--- src/rtl/uart_pkg.sv ---
// Shared UART definitions: receiver FSM state encoding and frame constants.
package uart_pkg;

    localparam int UART_DATA_BITS            = 8;
    localparam int UART_DEFAULT_CLKS_PER_BIT = 434;

    typedef enum logic [1:0] {
        UART_RX_IDLE  = 2'd0,
        UART_RX_START = 2'd1,
        UART_RX_DATA  = 2'd2,
        UART_RX_STOP  = 2'd3
    } uart_rx_state_t;

endpackage

--- src/rtl/uart_rx_monitor_if.sv ---
// Byte stream leaving the UART receiver towards its consumer.
interface uart_rx_monitor_if;
    import uart_pkg::*;

    // valid/ready: the producer holds data stable while valid is high; a byte
    // transfers on every rising edge where valid && ready; ready may stay high.
    logic [UART_DATA_BITS-1:0] data;
    logic                      valid;
    logic                      ready;

    modport master (output data, output valid, input ready);
    modport slave  (input data, input valid, output ready);

endinterface

--- src/rtl/uart_rx_fifo.sv ---
// Show-ahead synchronous FIFO; a push while full is accepted only with a pop.
module uart_rx_fifo #(
    parameter int DEPTH = 4,
    parameter int WIDTH = 8
) (
    input  logic                     clock,
    input  logic                     resetn,
    input  logic                     push_i,
    input  logic [WIDTH-1:0]         wdata_i,
    input  logic                     pop_i,
    output logic [WIDTH-1:0]         rdata_o,
    output logic                     full_o,
    output logic                     empty_o,
    output logic [$clog2(DEPTH):0]   count_o
);

    localparam int PTR_W = $clog2(DEPTH);
    localparam int CNT_W = $clog2(DEPTH) + 1;

    logic [WIDTH-1:0] mem_q [DEPTH];
    logic [PTR_W-1:0] wr_ptr_q, wr_ptr_d;
    logic [PTR_W-1:0] rd_ptr_q, rd_ptr_d;
    logic [CNT_W-1:0] count_q, count_d;
    logic             do_push;
    logic             do_pop;

    assign full_o  = (count_q == CNT_W'(DEPTH));
    assign empty_o = (count_q == '0);
    assign count_o = count_q;
    // Head reads as zero while empty so the output is defined out of reset.
    assign rdata_o = empty_o ? '0 : mem_q[rd_ptr_q];

    always_comb begin
        do_pop   = pop_i && !empty_o;
        do_push  = push_i && (!full_o || do_pop);
        wr_ptr_d = wr_ptr_q;
        rd_ptr_d = rd_ptr_q;
        count_d  = count_q;
        if (do_push) begin
            wr_ptr_d = wr_ptr_q + PTR_W'(1);
        end
        if (do_pop) begin
            rd_ptr_d = rd_ptr_q + PTR_W'(1);
        end
        if (do_push && !do_pop) begin
            count_d = count_q + CNT_W'(1);
        end else if (do_pop && !do_push) begin
            count_d = count_q - CNT_W'(1);
        end
    end

    always_ff @(posedge clock) begin
        if (!resetn) begin
            wr_ptr_q <= '0;
            rd_ptr_q <= '0;
            count_q  <= '0;
        end else begin
            wr_ptr_q <= wr_ptr_d;
            rd_ptr_q <= rd_ptr_d;
            count_q  <= count_d;
        end
    end

    always_ff @(posedge clock) begin
        if (do_push) begin
            mem_q[wr_ptr_q] <= wdata_i;
        end
    end

endmodule

--- src/rtl/uart_rx_monitor.sv ---
// 8N1 UART receiver: synchronizer, mid-bit sampling FSM, byte FIFO, error flags.
module uart_rx_monitor
    import uart_pkg::*;
#(
    parameter int CLKS_PER_BIT = UART_DEFAULT_CLKS_PER_BIT,
    parameter int FIFO_DEPTH   = 4
) (
    input  logic                          clock,
    input  logic                          resetn,
    input  logic                          rxd,
    uart_rx_monitor_if.master             rx_if,
    output logic                          frame_err_o,
    output logic                          overrun_o,
    output logic                          busy_o,
    output uart_rx_state_t                state_o,
    output logic [$clog2(FIFO_DEPTH):0]   fifo_level_o
);

    localparam int CNT_W = $clog2(CLKS_PER_BIT);
    localparam logic [CNT_W-1:0] CNT_HALF_M1 = CNT_W'(CLKS_PER_BIT / 2 - 1);
    localparam logic [CNT_W-1:0] CNT_FULL_M1 = CNT_W'(CLKS_PER_BIT - 1);

    localparam logic [1:0] ST_IDLE  = UART_RX_IDLE;
    localparam logic [1:0] ST_START = UART_RX_START;
    localparam logic [1:0] ST_DATA  = UART_RX_DATA;
    localparam logic [1:0] ST_STOP  = UART_RX_STOP;

    logic                      s1_q, s1_d;
    logic                      s2_q, s2_d;
    logic                      s3_q, s3_d;
    logic [1:0]                state_q, state_d;
    logic [CNT_W-1:0]          cnt_q, cnt_d;
    logic [2:0]                idx_q, idx_d;
    logic [UART_DATA_BITS-1:0] shreg_q, shreg_d;
    logic                      frame_err_q, frame_err_d;
    logic                      overrun_q, overrun_d;

    logic                      push;
    logic                      pop;
    logic                      fifo_full;
    logic                      fifo_empty;
    logic                      fall_edge;
    logic [UART_DATA_BITS-1:0] fifo_rdata;

    assign fall_edge = s3_q && !s2_q;
    assign pop       = rx_if.valid && rx_if.ready;

    always_comb begin
        s1_d        = rxd;
        s2_d        = s1_q;
        s3_d        = s2_q;
        state_d     = state_q;
        cnt_d       = cnt_q;
        idx_d       = idx_q;
        shreg_d     = shreg_q;
        push        = 1'b0;
        frame_err_d = 1'b0;
        case (state_q)
            ST_IDLE: begin
                // A low line left over from a bad stop bit shows no edge, so it cannot retrigger.
                if (fall_edge) begin
                    state_d = ST_START;
                    cnt_d   = '0;
                end
            end
            ST_START: begin
                if (cnt_q == CNT_HALF_M1) begin
                    cnt_d   = '0;
                    idx_d   = '0;
                    state_d = s2_q ? ST_IDLE : ST_DATA;
                end else begin
                    cnt_d = cnt_q + CNT_W'(1);
                end
            end
            ST_DATA: begin
                if (cnt_q == CNT_FULL_M1) begin
                    shreg_d = {s2_q, shreg_q[UART_DATA_BITS-1:1]};
                    cnt_d   = '0;
                    idx_d   = idx_q + 3'd1;
                    if (idx_q == 3'd7) begin
                        state_d = ST_STOP;
                    end
                end else begin
                    cnt_d = cnt_q + CNT_W'(1);
                end
            end
            ST_STOP: begin
                // Deciding at mid-stop re-arms half a bit early for back-to-back frames.
                if (cnt_q == CNT_FULL_M1) begin
                    push        = s2_q;
                    frame_err_d = !s2_q;
                    state_d     = ST_IDLE;
                end else begin
                    cnt_d = cnt_q + CNT_W'(1);
                end
            end
            default: begin
                state_d = ST_IDLE;
            end
        endcase
        overrun_d = push && fifo_full && !pop;
    end

    always_ff @(posedge clock) begin
        if (!resetn) begin
            s1_q        <= 1'b1;
            s2_q        <= 1'b1;
            s3_q        <= 1'b1;
            state_q     <= ST_IDLE;
            cnt_q       <= '0;
            idx_q       <= '0;
            shreg_q     <= '0;
            frame_err_q <= 1'b0;
            overrun_q   <= 1'b0;
        end else begin
            s1_q        <= s1_d;
            s2_q        <= s2_d;
            s3_q        <= s3_d;
            state_q     <= state_d;
            cnt_q       <= cnt_d;
            idx_q       <= idx_d;
            shreg_q     <= shreg_d;
            frame_err_q <= frame_err_d;
            overrun_q   <= overrun_d;
        end
    end

    uart_rx_fifo #(
        .DEPTH (FIFO_DEPTH),
        .WIDTH (UART_DATA_BITS)
    ) u_fifo (
        .clock   (clock),
        .resetn  (resetn),
        .push_i  (push),
        .wdata_i (shreg_d),
        .pop_i   (pop),
        .rdata_o (fifo_rdata),
        .full_o  (fifo_full),
        .empty_o (fifo_empty),
        .count_o (fifo_level_o)
    );

    assign rx_if.data  = fifo_rdata;
    assign rx_if.valid = !fifo_empty;
    assign frame_err_o = frame_err_q;
    assign overrun_o   = overrun_q;
    assign busy_o      = (state_q != ST_IDLE);
    assign state_o     = uart_rx_state_t'(state_q);

endmodule

--- src/flat_wrapper.sv ---
// flat-port wrapper written by rule: the top's interface ports become plain ports
module uart_rx_monitor_flat import uart_pkg::*;
#(
    parameter int CLKS_PER_BIT = UART_DEFAULT_CLKS_PER_BIT,
    parameter int FIFO_DEPTH   = 4
)
  (clock, resetn, rxd, frame_err_o, overrun_o, busy_o, state_o, fifo_level_o, rx_if_data, rx_if_valid, rx_if_ready);
  uart_rx_monitor_if rx_if_i ();
  input  logic clock;
  input  logic resetn;
  input  logic rxd;
  output logic frame_err_o;
  output logic overrun_o;
  output logic busy_o;
  output uart_rx_state_t state_o;
  output logic [$clog2(FIFO_DEPTH):0] fifo_level_o;
  output wire logic [$bits(rx_if_i.data)-1:0] rx_if_data;
  output wire logic [$bits(rx_if_i.valid)-1:0] rx_if_valid;
  input wire logic [$bits(rx_if_i.ready)-1:0] rx_if_ready;
  assign rx_if_data = rx_if_i.data;
  assign rx_if_valid = rx_if_i.valid;
  assign rx_if_i.ready = rx_if_ready;
  uart_rx_monitor #(.CLKS_PER_BIT(CLKS_PER_BIT), .FIFO_DEPTH(FIFO_DEPTH)) u_core (.clock(clock), .resetn(resetn), .rxd(rxd), .rx_if(rx_if_i), .frame_err_o(frame_err_o), .overrun_o(overrun_o), .busy_o(busy_o), .state_o(state_o), .fifo_level_o(fifo_level_o));
endmodule
--- config.mk ---
export PLATFORM = sky130hd
export DESIGN_NAME = uart_rx_monitor_flat
export DESIGN_NICKNAME = d
export VERILOG_FILES = /design/src/rtl/uart_pkg.sv /design/src/rtl/uart_rx_monitor_if.sv /design/src/rtl/uart_rx_fifo.sv /design/src/rtl/uart_rx_monitor.sv /design/src/flat_wrapper.sv
export SDC_FILE = /design/constraint.sdc
export NUM_CORES = 1
export LEC_CHECK = 0
export BUFFER_PORTS_ARGS = -buffer_cell sky130_fd_sc_hd__buf_2
export CAP_MARGIN = 20
export CELL_PAD_IN_SITES_DETAIL_PLACEMENT = 1
export CELL_PAD_IN_SITES_GLOBAL_PLACEMENT = 2
export CORE_MARGIN = 3
export CORE_UTILIZATION = 28
export DETAILED_ROUTE_END_ITERATION = 12
export PLACE_DENSITY_LB_ADDON = 0.1
export SLEW_MARGIN = 20
export SYNTH_ARGS = -nofsm -noshare
export SYNTH_HDL_FRONTEND = slang
export SYNTH_SLANG_ARGS = --single-unit
--- constraint.sdc ---
create_clock -name clock -period 2.6 [get_ports clock]
set_input_delay 0.52 -clock clock [delete_from_list [all_inputs] [get_ports clock]]
set_output_delay 0.52 -clock clock [all_outputs]
set_load 0.01 [all_outputs]
==> summary by stage <==
Synthesis
The share of the Yosys chip area taken by registers is 0.5558. The post-synthesis compound-gate area fraction is 0.05624. After synthesis, the cell types taking the most area are edfxtp_1, dfxtp_1, ha_1, mux4_2, and2_1. The synthesized cell area is 3025 µm². In this run, synthesis inferred 32 flip-flops with an integrated enable. Of the total synthesized cell area, the portion taken by full adders, half adders and majority gates is 0.06865. dfxtp_1 is the most common cell in the netlist. Of the total synthesized cell area, the portion taken by AND, OR, NAND and NOR gates is 0.1634. Of the post-synthesis cell area, the dominant cell type holds 0.3176.

The xor/xnor share of the synthesized area is 0.02895. The mean instance size in the synthesized netlist is 12.82 µm². Synthesis produced 236 cells. The count of cell types in the netlist is 48. The post-synthesis sequential element count is 68. Synthesis produced a netlist with a net count of 256. The number of warnings printed during yosys synthesis is 0. The fraction of synthesis flops using an asynchronous set or reset pin is 0. The multiplexer fraction of the synthesized cell area is 0.1026. Summed over all instances, the cell type with the most area after synthesis is edfxtp_1.

The most used flip-flop cell after synthesis is dfxtp_1. Ranked by instance count, the synthesized netlist is headed by dfxtp_1, edfxtp_1, and2_1. By area, the combinational part of the netlist is dominated by simple AND/OR/NAND/NOR gates.

Clock tree
The maximum buffer depth of the clock tree is 2. The TritonCTS clock tree is done. Clock-pin slew was measured on the worst setup and hold paths at 0.08 ns.

The cell sitting at the root of the clock tree is a clkbuf_8. The H-tree level count is 3. The clock net in this run drives a total of 68 sinks. The later-pin clock latency in the skew report is 0.34 ns. The total CTS buffers is 9. Hold repair after CTS inserted 0 buffers.

Worst setup path
The reg-to-reg critical path startpoint is u_core.cnt_q[1]. The signal on the critical path passes through inv_2 -> ha_2 -> nand4bb_2 -> nor2_2 -> and4_1 -> ha_2 -> inv_1 -> fa_1 -> xor2_1 -> or3_1 -> a21oi_1. For this design, the slowest cell found on the critical path is fa_1. The number of cells on the worst reg-to-reg path is 11.

The cell that appears most often on the critical path is ha_2. Together, buffers and inverters on the worst path number 2. The required time at the worst-slack endpoint is 2.87 ns. In this run the critical register-to-register path is captured at u_core.u_fifo.count_o[2]. The biggest cell delay along the critical path is 0.38 ns. STA classifies the critical path startpoint as a flop. The maximum net fanout on the critical path is 5.

The data arrival at the endpoint of the critical path is 2.69 ns. Broken down by cell family, the worst path's largest delay share belongs to simple AND/OR/NAND/NOR gates. The setup check on the worst reg-to-reg path leaves a slack of 0.17 ns. The endpoint kind of the worst setup timing path is a flop. The path length in cells of the critical path is 11. The kind of critical path is flop to flop.

Die
In this run the core area contains 37 standard-cell rows. The top-level port count is 21. The initial utilization of the core area, before any placement, comes to 0.2905. The die is 109.9 µm tall. The die covers 12090 µm². The placeable core region is 10420 µm². The x dimension of the die is 109.9 µm.

Final layout
The combined flip-flop and latch cell area is 1683 µm². The number of antenna diodes is 0. The post-route core utilization is 0.3409. The area added between synthesis and finish is 17.37%. The ratio of cells with drive above 1 in the final layout is 0.2975.

The filler cells instantiated in the layout total 1153. The number of nets at the end of the flow is 294. The multi-input combinational cells in the finished layout cover a total of 1275 µm².

GRT
The initial antenna violation count came to 0. Across every metal layer, demand over resource in global routing totals 0.1105. The via count of the first global-routing pass is 1956. The final global-route overflow total is 0.

Entering global routing, the biggest net connects 17 pins. The first global-routing pass estimated 10010 µm of wire.

Timing
For the pin with the worst max-slew slack, the measured transition is 0.4885 ns. The part of the cycle the worst path needs is 0.9327. The final setup violation count is 0.

The number of slew-limit violations in the final report is 0. The number of hold violations in the final report is 0. Across all setup checks in the final design, the least slack found is 0.1749 ns. The worst path needs 2.425 ns of the cycle, external delays included. Between clock sinks in the finished design, the worst skew comes to 0.01270 ns. Measured against its own limit, the worst slew margin works out to 0.6743. The achievable frequency is 412.4 MHz.

Min path
Along the worst hold path, the cell count comes to 2. The path with the worst hold slack has its endpoint at u_core.s1_q. The classification of the worst-slack hold path is input port to flop.

The worst hold path begins at rxd.

Place
Detailed placement finished with a half-perimeter wire length of 4485 µm. The number of buffer cells added on primary ports is 20. The final estimated routing congestion in global placement is 0.6893. The post-placement worst setup slack is 0.1397 ns.

Outcome
The run finished with clean final reports.

Flow run
Max-cap violations in this run came to 0.

Pwr
The power per standard cell area is 575.0 nW/µm². The worst-case IR drop observed on VDD is 0.2275 mV. The static power due to leakage is 1.423 nW. The total power of the final layout is 2.042 mW.

Detailed routing
The residual DRC count is 0. The number of design-rule violations left by the first detailed-router iteration is 34. The total via count in the routed design is 1866. The total routed wirelength is 6128 µm.

The routed via count divided by cell count is 4.496. The average wire length per cell after detail routing is 14.77 µm. The number of nets with antenna violations after detailed routing is 0. The first-pass detailed-route iteration total is 4.
[stage by stage]
step / cell area, µm² / setup TNS (ns) / hold WS (ns) / cells
5_1_grt: 3551 / -0.0005274 / 0.3441 / 415
3_3_place_gp: 3368 / 0 / 0.3928 / 399
6_report: 3551 / 0 / 0.3695 / 415
2_1_floorplan: 3025 / 0 / 0.3863 / 236
4_1_cts: 3545 / 0 / 0.3458 / 415
3_5_place_dp: 3368 / 0 / 0.3941 / 399
[layer usage]
metal  up-vias  GRT usage  routed length [µm]
met5         -          0                   0
met4         0    0.02939                  40
li1        927          -                   -
met2        23     0.1880                3080
met3         2    0.03699                 176
met1       914     0.1334                2831
[worst max path at each step]
| stage | startpoint | end | slack [ns] |
|---|---|---|---|
| 5_1_grt | u_core.cnt_q[1] | u_core.u_fifo.count_o[2] | -0.0005 |
| 4_1_cts | u_core.cnt_q[1] | u_core.u_fifo.count_o[2] | 0.15 |
| 3_3_place_gp | rx_if_ready | u_core.u_fifo.count_o[2] | 0.19 |
| 3_5_place_dp | rx_if_ready | u_core.u_fifo.count_o[2] | 0.14 |
| 2_1_floorplan | u_core.cnt_q[0] | u_core.u_fifo.count_o[2] | 0.14 |
| 6_report | u_core.cnt_q[1] | u_core.u_fifo.count_o[2] | 0.17 |
[repair_timing]
action                                  CTS  global route
gates resized for setup                   0             4
endpoints found under the setup margin    0             1
buffers inserted                          0             0
[layout by cell type, fill, tap and decap left out, drive strengths merged, types with 2 or more instances in the layout]
cell type  synthesis  layout
clkinv             1       6
mux4               8       8
a32oi              2       2
dfxtp             36      36
nand3             10      10
ha                15      15
mux2i              4       4
buf                2      33
or3                2       2
inv               12      13
xor2               6       6
o21ai              4       4
nand4              3       3
a21oi              7       7
nand2b             4       4
nand4b             4       4
nand2              8       8
and2              20      20
xnor2              4       4
nor2              21      21
edfxtp            32      32
a311oi             2       2
and4               2       2
a22oi              2       2
mux2               8       8
clkbuf             4       9
[flip-flops by register name, summed over array words and instances (netlist names), named ones only]
| name | cells |
|---|---|
| u_core.state_o | 1 |
| u_core.overrun_o | 1 |
| u_core.shreg_q | 8 |
| u_core.frame_err_o | 1 |
| u_core.s3_q | 1 |
| u_core.cnt_q | 9 |
| u_core.u_fifo.count_o | 3 |
| u_core.u_fifo.wr_ptr_q | 2 |
| u_core.u_fifo.rd_ptr_q | 2 |
| u_core.s1_q | 1 |
| u_core.u_fifo.mem_q | 32 |
| u_core.idx_q | 3 |
| u_core.s2_q | 1 |
[logic make-up (layout without fill, tap and decap cells)]
| group | Yosys count | after routing |
|---|---|---|
| buffers and inverters | 19 | 62 |
| adder cells (fa/ha/maj) | 16 | 16 |
| multiplexers | 20 | 20 |
| flip-flops | 68 | 68 |
| XOR/XNOR | 10 | 10 |
| AO/OA/AOI/OAI | 20 | 20 |
| AND/OR/NAND/NOR | 83 | 83 |
[power by group]
part	switching (mW)	total [mW]	internal (mW)
registers	0.00478	1.12	1.12
clock network	0.428	0.779	0.351
logic	0.0858	0.142	0.0560
total	0.519	2.04	1.52
[cell type report]
cell class                 count  area share
sequential                    68      0.4739
clock buffer                   9     0.03488
timing repair buffer          33     0.05567
clock inverter                 7     0.01480
tap                          136     0.04792
multi-input combinational    149      0.3591
inverter                      13     0.01374
[worst reg2reg max path, cell delays in order, from the launching register on]
cell	delay, ns
dfxtp_2	0.35
inv_2	0.06
ha_2	0.17
nand4bb_2	0.13
nor2_2	0.16
and4_1	0.22
ha_2	0.19
inv_1	0.06
fa_1	0.38
xor2_1	0.18
or3_1	0.31
a21oi_1	0.14
(Power assumes the default switching activity.)
